$ cat src/rtl/ahb_ws_regbank_if.sv
// AHB-Lite bus bundle for the wait-state register bank.
// The master modport drives the address and data phases; the slave modport returns the response.
interface ahb_ws_regbank_if #(
    parameter int DWIDTH = 32,
    parameter int AWIDTH = 32
);
    logic              hsel;
    logic              hready;
    logic [AWIDTH-1:0] haddr;
    logic              hwrite;
    logic [2:0]        hsize;
    logic [1:0]        htrans;
    logic [DWIDTH-1:0] hwdata;
    logic [DWIDTH-1:0] hrdata;
    logic              hreadyout;
    logic              hresp;

    modport master (
        output hsel, hready, haddr, hwrite, hsize, htrans, hwdata,
        input  hrdata, hreadyout, hresp
    );

    modport slave (
        input  hsel, hready, haddr, hwrite, hsize, htrans, hwdata,
        output hrdata, hreadyout, hresp
    );
endinterface

$ cat src/rtl/ahb_ws_regbank.sv
// AHB-Lite responder with a register file, programmable wait states, a two-cycle
// ERROR response and a completed-transfer counter in the top register.
module ahb_ws_regbank #(
    parameter int DWIDTH = 32,
    parameter int AWIDTH = 32,
    parameter int NREGS  = 16
) (
    input  logic             clk,
    input  logic             rst,
    ahb_ws_regbank_if.slave  bus
);
    localparam int IW = $clog2(NREGS);
    localparam logic [IW-1:0] WS_IDX  = {IW{1'b0}};
    localparam logic [IW-1:0] ACC_IDX = IW'(NREGS - 1);

    typedef enum logic [1:0] {
        ST_IDLE = 2'd0,
        ST_WAIT = 2'd1,
        ST_ERR1 = 2'd2,
        ST_ERR2 = 2'd3
    } state_t;

    // Byte-lane enables for a legal (aligned, size <= word) transfer.
    function automatic logic [3:0] lane_mask(input logic [1:0] size, input logic [1:0] off);
        logic [3:0] m;
        case (size)
            2'd0:    m = 4'b0001 << off;
            2'd1:    m = off[1] ? 4'b1100 : 4'b0011;
            2'd2:    m = 4'b1111;
            default: m = 4'b0000;
        endcase
        return m;
    endfunction

    function automatic logic [31:0] merge_lanes(input logic [31:0] old_w,
                                                input logic [31:0] new_w,
                                                input logic [3:0]  mask);
        logic [31:0] r;
        for (int i = 0; i < 4; i++) begin
            r[8*i +: 8] = mask[i] ? new_w[8*i +: 8] : old_w[8*i +: 8];
        end
        return r;
    endfunction

    state_t            state_r;
    state_t            state_n;
    logic [3:0]        cnt_r;
    logic [3:0]        cnt_n;
    logic              pend_r;
    logic              pend_n;
    logic [IW-1:0]     idx_r;
    logic [3:0]        mask_r;
    logic              write_r;
    logic              hreadyout_r;
    logic              hresp_r;

    logic [3:0]        ws_r;
    logic [DWIDTH-1:0] acc_r;
    logic [DWIDTH-1:0] gp_r [NREGS];

    logic [IW-1:0]     idx_s;
    logic              err_s;
    logic              accept_s;
    logic              complete_s;
    logic [DWIDTH-1:0] cur_s;
    logic [DWIDTH-1:0] wmerge_s;
    logic [3:0]        ws_eff_s;
    logic              unused_s;

    assign idx_s = bus.haddr[2 +: IW];

    assign err_s = (|bus.haddr[AWIDTH-1:IW+2])
                 | (bus.hsize > 3'd2)
                 | ((bus.hsize == 3'd1) & bus.haddr[0])
                 | ((bus.hsize == 3'd2) & (bus.haddr[1:0] != 2'b00))
                 | (bus.hwrite & (idx_s == ACC_IDX));

    // New address phases are only sampled while this slave is presenting ready.
    assign accept_s   = ((state_r == ST_IDLE) | (state_r == ST_ERR2))
                      & bus.hsel & bus.hready & bus.htrans[1];
    assign complete_s = (state_r == ST_IDLE) & pend_r;
    assign unused_s   = bus.htrans[0];

    // Register word addressed by the transfer currently in its data phase.
    always_comb begin
        cur_s = {DWIDTH{1'b0}};
        if (idx_r == WS_IDX) begin
            cur_s = {{(DWIDTH-4){1'b0}}, ws_r};
        end else if (idx_r == ACC_IDX) begin
            cur_s = acc_r;
        end else begin
            cur_s = gp_r[idx_r];
        end
    end

    assign wmerge_s = merge_lanes(cur_s, bus.hwdata, mask_r);

    // A WS_CFG write completing this cycle already governs a transfer pipelined behind it.
    assign ws_eff_s = (complete_s & write_r & (idx_r == WS_IDX)) ? wmerge_s[3:0] : ws_r;

    assign bus.hrdata    = (complete_s & ~write_r) ? cur_s : {DWIDTH{1'b0}};
    assign bus.hreadyout = hreadyout_r;
    assign bus.hresp     = hresp_r;

    // Next-state and wait counter.
    always_comb begin
        state_n = state_r;
        cnt_n   = cnt_r;
        pend_n  = 1'b0;
        case (state_r)
            ST_IDLE, ST_ERR2: begin
                if (accept_s) begin
                    if (err_s) begin
                        state_n = ST_ERR1;
                    end else if (ws_eff_s == 4'd0) begin
                        state_n = ST_IDLE;
                        pend_n  = 1'b1;
                    end else begin
                        state_n = ST_WAIT;
                        cnt_n   = ws_eff_s - 4'd1;
                    end
                end else begin
                    state_n = ST_IDLE;
                end
            end
            ST_WAIT: begin
                if (cnt_r == 4'd0) begin
                    state_n = ST_IDLE;
                    pend_n  = 1'b1;
                end else begin
                    cnt_n = cnt_r - 4'd1;
                end
            end
            ST_ERR1: begin
                state_n = ST_ERR2;
            end
            default: begin
                state_n = ST_IDLE;
            end
        endcase
    end

    // State, captured address-phase fields and registered response.
    always_ff @(posedge clk) begin
        if (rst) begin
            state_r     <= ST_IDLE;
            cnt_r       <= 4'd0;
            pend_r      <= 1'b0;
            idx_r       <= {IW{1'b0}};
            mask_r      <= 4'd0;
            write_r     <= 1'b0;
            hreadyout_r <= 1'b1;
            hresp_r     <= 1'b0;
        end else begin
            state_r     <= state_n;
            cnt_r       <= cnt_n;
            pend_r      <= pend_n;
            hreadyout_r <= (state_n != ST_WAIT) && (state_n != ST_ERR1);
            hresp_r     <= (state_n == ST_ERR1) || (state_n == ST_ERR2);
            if (accept_s && !err_s) begin
                idx_r   <= idx_s;
                mask_r  <= lane_mask(bus.hsize[1:0], bus.haddr[1:0]);
                write_r <= bus.hwrite;
            end
        end
    end

    // Register file and transfer counter, updated only in an OKAY completion cycle.
    always_ff @(posedge clk) begin
        if (rst) begin
            ws_r  <= 4'd0;
            acc_r <= {DWIDTH{1'b0}};
            for (int i = 0; i < NREGS; i++) begin
                gp_r[i] <= {DWIDTH{1'b0}};
            end
        end else if (complete_s) begin
            acc_r <= acc_r + {{(DWIDTH-1){1'b0}}, 1'b1};
            if (write_r && (idx_r == WS_IDX)) begin
                ws_r <= wmerge_s[3:0];
            end else if (write_r && (idx_r != ACC_IDX)) begin
                gp_r[idx_r] <= wmerge_s;
            end
        end
    end
endmodule
$ cat src/flat_wrapper.sv
// flat-port wrapper written by rule: the top's interface ports become plain ports
module ahb_ws_regbank_flat 
#(
    parameter int DWIDTH = 32,
    parameter int AWIDTH = 32,
    parameter int NREGS  = 16
)
  (clk, rst, bus_hsel, bus_hready, bus_haddr, bus_hwrite, bus_hsize, bus_htrans, bus_hwdata, bus_hrdata, bus_hreadyout, bus_hresp);
  ahb_ws_regbank_if #(.DWIDTH(DWIDTH), .AWIDTH(AWIDTH)) bus_i ();
  input  logic clk;
  input  logic rst;
  input wire logic [$bits(bus_i.hsel)-1:0] bus_hsel;
  input wire logic [$bits(bus_i.hready)-1:0] bus_hready;
  input wire logic [$bits(bus_i.haddr)-1:0] bus_haddr;
  input wire logic [$bits(bus_i.hwrite)-1:0] bus_hwrite;
  input wire logic [$bits(bus_i.hsize)-1:0] bus_hsize;
  input wire logic [$bits(bus_i.htrans)-1:0] bus_htrans;
  input wire logic [$bits(bus_i.hwdata)-1:0] bus_hwdata;
  output wire logic [$bits(bus_i.hrdata)-1:0] bus_hrdata;
  output wire logic [$bits(bus_i.hreadyout)-1:0] bus_hreadyout;
  output wire logic [$bits(bus_i.hresp)-1:0] bus_hresp;
  assign bus_i.hsel = bus_hsel;
  assign bus_i.hready = bus_hready;
  assign bus_i.haddr = bus_haddr;
  assign bus_i.hwrite = bus_hwrite;
  assign bus_i.hsize = bus_hsize;
  assign bus_i.htrans = bus_htrans;
  assign bus_i.hwdata = bus_hwdata;
  assign bus_hrdata = bus_i.hrdata;
  assign bus_hreadyout = bus_i.hreadyout;
  assign bus_hresp = bus_i.hresp;
  ahb_ws_regbank #(.DWIDTH(DWIDTH), .AWIDTH(AWIDTH), .NREGS(NREGS)) u_core (.clk(clk), .rst(rst), .bus(bus_i));
endmodule
$ cat config.mk
export PLATFORM = sky130hd
export DESIGN_NAME = ahb_ws_regbank_flat
export DESIGN_NICKNAME = d
export VERILOG_FILES = /design/src/rtl/ahb_ws_regbank_if.sv /design/src/rtl/ahb_ws_regbank.sv /design/src/flat_wrapper.sv
export SDC_FILE = /design/constraint.sdc
export NUM_CORES = 1
export LEC_CHECK = 0
export BUFFER_PORTS_ARGS = -buffer_cell sky130_fd_sc_hd__buf_4
export CELL_PAD_IN_SITES_DETAIL_PLACEMENT = 0
export CELL_PAD_IN_SITES_GLOBAL_PLACEMENT = 1
export CORE_AREA = 2 2 241 243
export CTS_CLUSTER_SIZE = 20
export DETAILED_ROUTE_END_ITERATION = 8
export DIE_AREA = 0 0 243 245
export GPL_TIMING_DRIVEN = 0
export PLACE_DENSITY_LB_ADDON = 0.1
export RECOVER_POWER = 50
export SETUP_SLACK_MARGIN = 0.2
export SKIP_LAST_GASP = 1
export SYNTH_ARGS = -nofsm -noshare
export SYNTH_HDL_FRONTEND = slang
export SYNTH_SLANG_ARGS = --single-unit
$ cat constraint.sdc
create_clock -name clk -period 4.75 [get_ports clk]
set_input_delay 0.2375 -clock clk [delete_from_list [all_inputs] [get_ports clk]]
set_output_delay 0.2375 -clock clk [all_outputs]
set_load 0.05 [all_outputs]
==> key figures <==
Clock tree
  • Post-CTS Setup Bufs: 0
  • Clock Path Buffers: 3
  • Worst skew pair latency: 0.64 ns
  • Clock Tree Root: clkbuf_16
  • Clock slew at reported path FFs: 0.06 ns
  • TritonCTS Buffers: 61
  • H-tree levels: 2
  • Sink Count: 570
  • CTS tree: built

Route
  • Post-route DRC: 0
  • Final wirelength: 80840 um
  • Antenna Violating Nets Remaining: 0
  • DR vias/cell: 5.709
  • Routed vias: 16640
  • Avg WL per Cell: 27.73 um
  • DR iter-0 viols: 1903
  • First drt pass iteration count: 6

Setup path
  • CP Launch Type: register
  • Crit path DAT: 4.56 ns
  • CP required: 5.00 ns
  • CP Capture Type: register
  • Most used cell, CP: nand2_1
  • Worst path cell trace: inv_1 > ha_1 > and3_1 > nand3_1 > nor2_1 > nand2_1 > clkbuf_1 > nand2_1 > clkbuf_2
  • CP max stage delay: 0.95 ns
  • R2r setup slk: 0.44 ns
  • Critical-path top delay cell: nand2_1
  • Critical path type: register to register
  • Reg2reg path depth: 9
  • Worst-path fanout max: 18

Yosys
  • Count leader, synth: nor2_1
  • Predominant post-synthesis flop cell: edfxtp_1
  • Sequential share of the synthesized area: 0.6531
  • Post-Syn Area: 0.02532 mm2
  • Top cells by count, synth: 514 x nor2_1, 512 x edfxtp_1, 148 x mux4_2
  • Synth Register Bits: 570
  • Top cells by area, synth: edfxtp_1 61%, mux4_2 13%, nor2_1 7.6%, dfxtp_1 4.6%, mux2i_1 1.5%
  • Number of synthesized flops with an enable pin: 512
  • Syn Inst Count: 1815
  • Area share of the largest cell type after synthesis: 0.6072
  • Async SR Flop Fraction: 0
  • Area leader, netlist: edfxtp_1
  • Synth cell types: 62
  • Total number of yosys warnings: 0
  • Syn avg cell area: 13.95 um2

Timing
  • Setup TNS: 0 ns
  • RSZ-0062 raised after global routing: no
  • Period minus WS final: 4.306 ns
  • FMAX: 232.2 MHz
  • Worst-margin pin slew: 1.969 ns
  • Final Hold Vio Count: 0
  • Number of setup violations in the final report: 0
  • Final period utilization: 0.9066
  • Rel. slew slack: -0.3124
  • Final Skew: 0.02019 ns
  • Final WS setup: 0.4438 ns
  • Max-slew violations: 55

Floorplanning
  • Die height: 245 um
  • Ports: 108
  • Core Box Area: 0.05703 mm2
  • Die area: 0.05954 mm2
  • Die W: 243 um
  • Rows: 88
  • Starting density of the core: 0.4439

Final layout
  • Fill count: 4986
  • Antenna Cells: 0
  • Total Nets Final: 2179
  • Area grow syn2layout: 17.91%
  • FF+latch area: 0.01654 mm2
  • Share of cells above drive strength 1: 0.1963
  • Area of the multi-input gates: 0.008233 mm2

Global route
  • Vias in the first global route: 16640
  • Largest net degree at the start of global routing: 26
  • All-Layer GR Usage: 0.2742
  • Grt total ovfl: 0
  • Initial antenna violation count: 0
  • First-pass GRT wire length: 115800 um

Job
  • Max-Cap Viols: 3

Place
  • Setup WS pre-CTS: 0.6121 ns
  • Final GP Congestion: 0.8157
  • Hpwl dp: 54170 um
  • # port buffers: 106

Status
  • Failing checks: capacitance limit, slew limit
  • Outcome: finished with violations

Power and ir drop
  • P per Cell Area: 376.1 mW/mm2
  • LEAKAGE: 9.545 nW
  • VDD IR max: 292.0 uV

Worst hold path
  • Worst hold path type: input pin to register
  • Hold depth: 3
-- worst max-delay path, delay by kind of cell (launching register included) --
family                   cells  cell delay [ns]
buffers and inverters        3             1.34
flip-flops                   1             0.32
AND/OR/NAND/NOR              5             1.99
adder cells (fa/ha/maj)      1             0.23
-- flip-flops by register name (all words and copies together) (netlist names), named ones only --
signal	count
u_core.pend_r	1
u_core.mask_r	4
u_core.ws_r	4
u_core.write_r	1
u_core.idx_r	4
u_core.cnt_r	4
u_core.gp_r	512
u_core.bus.hresp	1
u_core.acc_r	32
u_core.state_r	2
u_core.bus.hreadyout	1
-- kinds of logic (layout without fill, tap and decap cells) --
| kind of cell | after synthesis | after routing | synth area share |
|---|---|---|---|
| AND/OR/NAND/NOR | 744 | 744 | 0.1239 |
| flip-flops | 570 | 570 | 0.6531 |
| multiplexers | 192 | 192 | 0.1497 |
| buffers and inverters | 158 | 430 | 0.02708 |
| AO/OA/AOI/OAI | 115 | 115 | 0.03277 |
| XOR/XNOR | 27 | 27 | 0.009340 |
| adder cells (fa/ha/maj) | 8 | 8 | 0.003954 |
| other | 1 | 64 | 0.0001481 |
-- metrics by stage --
| step | power (W) | hold WS, ns | std cells | cell area (um2) | util |
|---|---|---|---|---|---|
| floorplan | 0.006057 | 0.3735 | 1878 | 25560 | - |
| global placement | 0.006264 | 0.4561 | 2749 | 27310 | 0.4788 |
| detailed placement | 0.006305 | 0.4709 | 2765 | 27680 | 0.4853 |
| CTS | 0.01129 | 0.01306 | 2916 | 30130 | 0.5283 |
| global route | 0.01151 | 0.06130 | 2915 | 29850 | 0.5234 |
| finish | 0.01123 | 0.04297 | 2915 | 29850 | 0.5234 |
-- power by group --
group	switching [W]	internal, W	total (W)	leakage (nW)
registers	0.0000642	0.00570	0.00576	5.34
logic	0.000255	0.000191	0.000446	3.17
clock network	0.00201	0.00301	0.00502	1.03
-- area by class of cell --
class                   count  area share
plain buffers             148     0.02171
clock buffers              87     0.05784
clock inverters            29     0.01245
inverters                   9    0.001132
multi-input cells        1150      0.2758
flip-flops and latches    570      0.5539
well taps                 765     0.03206
repair buffers            157     0.04514
-- repair_timing --
action,CTS,global route
gates resized for setup,1,2
gates cloned,0,0
hold buffers,35,0
endpoints found under the hold margin,120,0
endpoints found under the setup margin,20,15
-- layer usage --
layer	vias to the layer above	part of all wire	global-route usage	routed length (um)
met2	713	0.47	0.4414	38300
met5	-	0	0	0
met4	0	0.029	0.07939	2359
met3	129	0.078	0.04898	6335
met1	8565	0.42	0.3844	33850
li1	7235	-	-	-
-- cell usage in the layout (no fill, tap or decap), drive strengths merged, types with 10 or more instances in the layout --
| cell | count |
|---|---|
| edfxtp | 512 |
| conb | 64 |
| a21oi | 52 |
| xor2 | 18 |
| nand3 | 25 |
| dfxtp | 58 |
| buf | 175 |
| clkbuf | 181 |
| nor2 | 514 |
| nand2 | 70 |
| nor2b | 11 |
| nor3 | 66 |
| mux4 | 148 |
| dlygate4sd3 | 35 |
| o21ai | 15 |
| clkinv | 18 |
| nor4 | 12 |
| mux2i | 40 |
| inv | 10 |
-- path summary, 6_finish.rpt --
check,from,end
worst max register to register,u_core.state_r[0]$_SDFF_PP0_,u_core.gp_r[2][19]$_SDFFCE_PN0P_
worst min-delay path,bus_hsize[1],u_core.mask_r[1]$_SDFFE_PP0P_
worst max-delay path,u_core.state_r[0]$_SDFF_PP0_,u_core.gp_r[2][19]$_SDFFCE_PN0P_
worst min register to register,u_core.cnt_r[3]$_SDFFE_PP0P_,u_core.cnt_r[3]$_SDFFE_PP0P_
Power figures use the tool's default switching activity.
